File: src/rtl/pipe_stage_skid.sv
// pipe_stage_skid: valid/ready pipeline register with a 2-entry skid buffer,
// synchronous flush, occupancy output and saturating stall/flush-drop counters.
module pipe_stage_skid #(
    parameter int unsigned DATA_W         = 140,
    parameter bit          CLEAR_ON_FLUSH = 1'b1,
    parameter int unsigned CNT_W          = 16
) (
    input  logic              clk,
    input  logic              reset,
    input  logic              flush,
    input  logic              in_valid,
    output logic              in_ready,
    input  logic [DATA_W-1:0] in_data,
    output logic              out_valid,
    input  logic              out_ready,
    output logic [DATA_W-1:0] out_data,
    output logic [1:0]        occupancy,
    output logic [CNT_W-1:0]  stall_cnt,
    output logic [CNT_W-1:0]  flush_drop_cnt
);

    localparam int unsigned SUM_W = CNT_W + 1;

    // Encoding keeps skid-valid-without-main-valid unrepresentable.
    typedef enum logic [1:0] {
        ST_EMPTY = 2'd0,
        ST_ONE   = 2'd1,
        ST_FULL  = 2'd2
    } state_t;

    state_t              r_state;
    state_t              w_state_nxt;
    logic [DATA_W-1:0]   r_main_d;
    logic [DATA_W-1:0]   r_skid_d;
    logic                r_in_ready;
    logic                r_rst_done;
    logic [CNT_W-1:0]    r_stall_cnt;
    logic [CNT_W-1:0]    r_flush_cnt;

    logic                w_main_v;
    logic                w_skid_v;
    logic                w_acc;
    logic                w_dep;
    logic                w_ld_main_in;
    logic                w_ld_main_skid;
    logic                w_ld_skid;
    logic                w_stall_inc;
    logic [SUM_W-1:0]    w_flush_sum;

    assign w_main_v       = (r_state != ST_EMPTY);
    assign w_skid_v       = (r_state == ST_FULL);
    assign w_acc          = in_valid & r_in_ready;
    assign w_dep          = w_main_v & out_ready;
    assign w_stall_inc    = w_main_v & ~out_ready & ~flush;
    assign w_flush_sum    = {1'b0, r_flush_cnt} + SUM_W'(occupancy);

    assign in_ready       = r_in_ready;
    assign out_valid      = w_main_v;
    assign out_data       = r_main_d;
    assign occupancy      = {1'b0, w_main_v} + {1'b0, w_skid_v};
    assign stall_cnt      = r_stall_cnt;
    assign flush_drop_cnt = r_flush_cnt;

    // State register.
    always_ff @(posedge clk or posedge reset) begin
        if (reset) begin
            r_state <= ST_EMPTY;
        end else begin
            r_state <= w_state_nxt;
        end
    end

    // Next state and data-load strobes; flush overrides any transfer.
    always_comb begin
        w_state_nxt    = r_state;
        w_ld_main_in   = 1'b0;
        w_ld_main_skid = 1'b0;
        w_ld_skid      = 1'b0;
        if (flush) begin
            w_state_nxt = ST_EMPTY;
        end else begin
            case (r_state)
                ST_EMPTY: begin
                    if (w_acc) begin
                        w_state_nxt  = ST_ONE;
                        w_ld_main_in = 1'b1;
                    end
                end
                ST_ONE: begin
                    if (w_acc && w_dep) begin
                        w_ld_main_in = 1'b1;
                    end else if (w_acc) begin
                        w_state_nxt = ST_FULL;
                        w_ld_skid   = 1'b1;
                    end else if (w_dep) begin
                        w_state_nxt = ST_EMPTY;
                    end
                end
                ST_FULL: begin
                    if (w_dep) begin
                        w_state_nxt    = ST_ONE;
                        w_ld_main_skid = 1'b1;
                    end
                end
                default: w_state_nxt = ST_EMPTY;
            endcase
        end
    end

    // Payload registers; flush optionally scrubs them.
    always_ff @(posedge clk or posedge reset) begin
        if (reset) begin
            r_main_d <= '0;
            r_skid_d <= '0;
        end else if (flush) begin
            if (CLEAR_ON_FLUSH) begin
                r_main_d <= '0;
                r_skid_d <= '0;
            end
        end else begin
            if (w_ld_main_in) begin
                r_main_d <= in_data;
            end else if (w_ld_main_skid) begin
                r_main_d <= r_skid_d;
            end
            if (w_ld_skid) begin
                r_skid_d <= in_data;
            end
        end
    end

    // Registered ready; held low for one extra cycle after reset release.
    always_ff @(posedge clk or posedge reset) begin
        if (reset) begin
            r_rst_done <= 1'b0;
            r_in_ready <= 1'b0;
        end else begin
            r_rst_done <= 1'b1;
            r_in_ready <= (w_state_nxt != ST_FULL) & r_rst_done;
        end
    end

    // Saturating performance counters, cleared only by reset.
    always_ff @(posedge clk or posedge reset) begin
        if (reset) begin
            r_stall_cnt <= '0;
            r_flush_cnt <= '0;
        end else begin
            if (w_stall_inc && (r_stall_cnt != {CNT_W{1'b1}})) begin
                r_stall_cnt <= r_stall_cnt + CNT_W'(1);
            end
            if (flush) begin
                r_flush_cnt <= w_flush_sum[CNT_W] ? {CNT_W{1'b1}} : w_flush_sum[CNT_W-1:0];
            end
        end
    end

    // Held output payload must not change under back-pressure.
    a_out_stable: assert property (@(posedge clk) disable iff (reset)
        (out_valid && !out_ready && !flush) |=> $stable(out_data));

    // Full occupancy must never coincide with ready.
    a_no_ready_full: assert property (@(posedge clk) disable iff (reset)
        !((occupancy == 2'd2) && in_ready));

endmodule

File: config.mk
export PLATFORM = sky130hd
export DESIGN_NAME = pipe_stage_skid
export DESIGN_NICKNAME = d
export VERILOG_FILES = /design/src/rtl/pipe_stage_skid.sv
export SDC_FILE = /design/constraint.sdc
export NUM_CORES = 1
export LEC_CHECK = 0
export CORE_MARGIN = 2
export CORE_UTILIZATION = 41
export DETAILED_ROUTE_END_ITERATION = 6
export PLACE_DENSITY = 0.65
export SYNTH_ARGS = -nofsm -noshare
export SYNTH_HDL_FRONTEND = slang
export SYNTH_SLANG_ARGS = --single-unit
File: constraint.sdc
create_clock -name clk -period 29.2 [get_ports clk]
set_input_delay 5.84 -clock clk [delete_from_list [all_inputs] [get_ports clk]]
set_output_delay 5.84 -clock clk [all_outputs]
set_load 0.02 [all_outputs]
### After elaboration in Yosys (flattened, before gate mapping)

Index checks and enable logic that the tools add are counted.

* add/subtract/negate cells: 3
* equality and inequality tests: 4
* muxes and demuxes: 23
* bitwise gates (word level): 7
* reductions and logical operators: 6

Operators by type and width (number)
* 2-to-1 mux 140 bit: 5
* adder 16 x 2 -> 17 bit: 1
* adder 16 x 1 -> 16 bit (second input constant): 1
* 2-to-1 mux 16 bit: 1
* inequality test 16 bit (second input constant): 1
* 2-to-1 mux 2 bit: 6
* 2-to-1 mux 1 bit: 9
* case mux 2 bit (3 select lines): 1
* bitwise AND 1 bit: 5
* nonzero test 2 bit: 2
* nonzero test 3 bit: 1
* adder 1 x 1 -> 2 bit: 1
* == test 2 x 1 -> 1 bit (second input constant): 1
* == test 2 bit (second input constant): 1
* logical AND 1 bit: 2
* zero test 2 bit: 1
* inequality test 2 bit (second input constant): 1
* NOT 1 bit: 2
* case mux 1 bit (2 select lines): 1

* register bits after elaboration: 316
* input bits: 145
* output and inout port bits: 176
* word-level logic and storage cells: 50

### Longest topological paths before layout

* word-level depth: 9
* mapped depth: 8
* depth with buffers taken out: 7

### Worst setup path before layout

Ideal clock, no wire load.

* kind: input -> register
* from: in flush
* to: reg r_stall_cnt[15] (netlist: stall_cnt[15])
* library setup time: 0.128 ns
* arrival time: 6.896 ns
* data required time: 29.072 ns
* setup slack: 22.176 ns
* stages on the path: 4
* buffers on the path: 0
* cell sequence: or2_1 nor4_4 nand4_1 mux2_1

* cells in the longest elaborated chain, start to end: 3

Ends and longest elaborated chain
* start: declaration: line 10 `input logic flush,`
* NOT 1 bit: line 54 `assign w_stall_inc = w_main_v & ~out_ready & ~flush;`
* bitwise AND 1 bit: line 54
* logical AND 1 bit: line 149 `if (w_stall_inc && (r_stall_cnt != {CNT_W{1'b1}})) begin`
* end signal: assignment: line 150 `r_stall_cnt <= r_stall_cnt + CNT_W'(1);`
* end: declaration: line 37 `logic [CNT_W-1:0] r_stall_cnt;`

No other way between the ends.
A chain may end at the register's enable or synchronous reset.

### Worst setup path after layout

* from: in out_ready
* to: reg r_main_d[94] (netlist: out_data[94])

* cells in the longest elaborated chain, start to end: 7
* elaborated cells on any way between the ends: 11
* those cells by class: 8 x mux; 1 x bitwise; 2 x reduce/logical

Ends and longest elaborated chain
* start: declaration: line 15 `input logic out_ready,`
* bitwise AND 1 bit (*): line 53 `assign w_dep = w_main_v & out_ready;`
* logical AND 1 bit: line 90 `if (w_acc && w_dep) begin`
* 2-to-1 mux 1 bit: line 90
* case mux 1 bit (2 select lines): line 82 `case (r_state)`
* 2-to-1 mux 1 bit: line 79 `if (flush) begin`
* 2-to-1 mux 140 bit: line 121 `if (w_ld_main_in) begin`
* 2-to-1 mux 140 bit: line 115 `end else if (flush) begin`
* end signal: assignment: line 122 `r_main_d <= in_data;`
* end signal: assignment: line 124 `r_main_d <= r_skid_d;`
* end: declaration: line 33 `logic [DATA_W-1:0] r_main_d;`

Mark *: on every way between the ends. The rest lies on a longest branch, timed or not.

==> flow_summary.yaml <==
outcome:
  status: "finished clean"
synthesis:
  seq_area_frac_synth_pct: 56.21
  syn_nets: 1561
  synth_top_flop_cell: "dfrtp_1"
  synth_cell_type_count: 43
  ys_warn_count: 0
  async_reset_ff_share_pct: 100.0
  netlist.area_leader.share_pct: 56.21
  yosysTopAreaCell: "dfrtp_1"
  syn_avg_cell_area_um2: 9.964
  ys_seq_elements: 316
  yosysMostFrequentCell: "dfrtp_1"
  yosys-top-cells-area: "dfrtp_1 56%, mux2i_1 10%, nand2_1 8.0%"
  synth_edf_count: 0
  syn_inst: 1412
  syn-cell-area_um2: 14070
  ys_top_cells_by_count: "316 x dfrtp_1, 300 x nand2_1, 154 x nor2_1, 147 x a21oi_1, 143 x mux2i_1"
hold_path:
  holdPathEnd: "in_ready"
  hp-class: "reg -> reg"
  min_delay_path_depth: 1
  hp-start: "r_rst_done"
die:
  row_count: 67
  fp.dieH_um: 189.2
  ios: 321
  core_um2: 33700
  die_area_um2: 35810
  die_w_um: 189.2
  start_util_pct: 41.75
pwr:
  power.density_nw_per_um2: 58.07
  ir_worst_vdd_mv: 0.04665
  leakage_uw: 0.008586
timing:
  max_slew_margin_pct: 23.76
  grt_setup_unrepaired: "false"
  period_needed_ps: 8607
  final.period_utilization_pct: 29.48
  final-max-slew-violation-count: 0
  finalClockSkew_ps: 8.882
  setup_total_negative_slack_ps: 0
  max_clock_freq_mhz: 116.2
  hold_violations: 0
  max_slew.worst_pin.slew_ps: 1144
  finalSetupViolations: 0
global_routing:
  grt_pass1_wl_um: 62090
  antenna_found_initial: 3
  grt_pass1_vias: 11480
  grt_max_degree: 174
  grtUsageTotal_pct: 21.18
  grt_overflow: 0
critical_path:
  r2r-start: "r_state[1]"
  cpPeakStageDelay_ps: 960
  arrival_ps: 9000
  cp_max_fo: 173
  critical_path_buf_inv_count: 2
  start_kind: "input port"
  worst-setup-path-type: "in -> reg"
  crit_slowest_cell: "buf_4"
  crit_required_ps: 29590
  crit_family: "buffers and inverters"
  crit_path_cell_trace: "clkdlybuf4s50_1 > nand2b_1 > nand2_8 > buf_4 > nor2_1 > a211oi_1"
  worstRegToRegCells: 5
  r2r-end: "out_data[94]"
  worstSetupEndpointType: "register"
  r2r_slack_ps: 26160
route:
  wl_per_cell_um: 17.83
  ant_nets: 0
  route.detailed.drc: 0
  dr.first_iter.drc_count: 809
  viasPerCell: 5.313
  wl_um: 38170
  drt_first_pass_iters: 5
  vias: 11380
place:
  post_dp_cell_area_um2: 17460
  dpl.hpwl_um: 22790
  port_buffers: 320
  gp_congestion: 0.7987
clock_tree:
  cts_buffer_depth: 3
  numCtsBuffers: 37
  postCtsHoldBufs: 0
  worstSkewPairLatency_ps: 500
  cts.sinks: 316
  cts-resized-gates: 0
  clk_pin_slew_ps: 60
  post_cts_buffers: 0
  cts_tree: "yes"
  htreeDepth: 2
  ctsRootBufferMaster: "clkbuf_16"
layout:
  drive_gt1_share_pct: 4.137
  area_growth_pct: 32.02
  nets: 1820
  final_cell_area_um2: 18570
run:
  max_cap_viol_count: 0
-- routing by layer --
metal	track usage, %	wire [µm]
met1	29.69	17070
met2	32.76	17570
met3	4.949	2514
met4	6.470	994
met5	0	13
-- cell usage in the layout, fill, tap and decap left out, types with 2 or more instances in the layout --
master | synthesis | layout
nor3_1 | 4 | 4
nand3_1 | 8 | 8
nand2_1 | 300 | 299
nand2b_1 | 4 | 4
xnor2_1 | 11 | 11
clkbuf_1 | 61 | 11
a41oi_1 | 2 | 2
nor2b_1 | 2 | 2
clkbuf_16 | 0 | 37
clkbuf_8 | 0 | 7
o21ai_0 | 7 | 7
dfrtp_1 | 316 | 316
clkinv_2 | 0 | 4
xor2_1 | 6 | 6
o211ai_1 | 2 | 2
nand2_8 | 0 | 2
a31oi_1 | 5 | 5
and4_1 | 2 | 2
nand4_1 | 7 | 7
nand3b_1 | 3 | 3
ha_1 | 3 | 3
a211oi_1 | 140 | 140
mux2i_1 | 143 | 143
and3_1 | 5 | 5
nor3_2 | 2 | 2
mux2_1 | 3 | 3
inv_1 | 8 | 7
buf_4 | 11 | 10
a21oi_1 | 147 | 147
nor4_1 | 3 | 3
clkdlybuf4s50_1 | 0 | 319
nor2_1 | 154 | 153
-- worst max-delay path by stage --
stage                     startpoint                 to  slack [ps]  cells past startpoint
after floorplan                reset  flush_drop_cnt[0]       14620                      1
after global placement     out_ready       out_data[79]       20190                      6
after detailed placement   out_ready       out_data[94]       20070                      6
after CTS                  out_ready       out_data[82]       20620                      6
after global routing       out_ready       out_data[81]       20290                      6
final                      out_ready       out_data[94]       20590                      6
-- per-stage QoR --
step | worst slack, ps | cells | hold WS [ps] | utilization, % | power (µW)
after floorplan | 14620 | 1412 | 438.5 | - | 569.8
after global placement | 20190 | 2080 | 459.3 | 51.82 | 654.5
after global routing | 20290 | 2141 | 480.5 | 55.11 | 1128
after detailed placement | 20070 | 2080 | 480.8 | 51.82 | 657.0
final | 20590 | 2141 | 471.3 | 55.11 | 1078
after CTS | 20620 | 2140 | 473.0 | 55.11 | 1092
-- layout make-up --
cell class	count	area, µm²
fillers	3005	15130
clock inverters	6	57.56
flip-flops and latches	316	7908
multi-input cells	977	5672
clock buffers	54	1050
repair buffers	330	3282
well taps	448	560.5
diodes	1	2.502
inverters	9	41.29
-- where the power goes --
part,leakage [µW],internal (µW),switching (µW),total [µW]
Clock,0.000542,256,174,430
Sequential,0.00430,461,18.9,480
Combinational,0.00375,76.5,92.4,169
Total,0.00859,794,285,1080
-- cells by family (layout without fill, tap and decap cells) --
group           count (synthesis)  after routing  share of synthesized area, %
simple gates                  503            503                         14.50
flops                         316            316                         56.21
compound gates                305            305                         13.53
mux                           147            147                         10.49
buf+inv                       119            399                         3.780
xor+xnor                       17             17                         1.058
fa+ha+maj                       4              4                        0.4091
other cells                     1              2                       0.02666
-- state kept, by name, summed over array words and instances (netlist names) --
name,flops
r_state,2
r_rst_done,1
stall_cnt,16
flush_drop_cnt,16
out_data,140
in_ready,1
r_skid_d,140
Note: power is estimated with default switching activity, not from simulation.
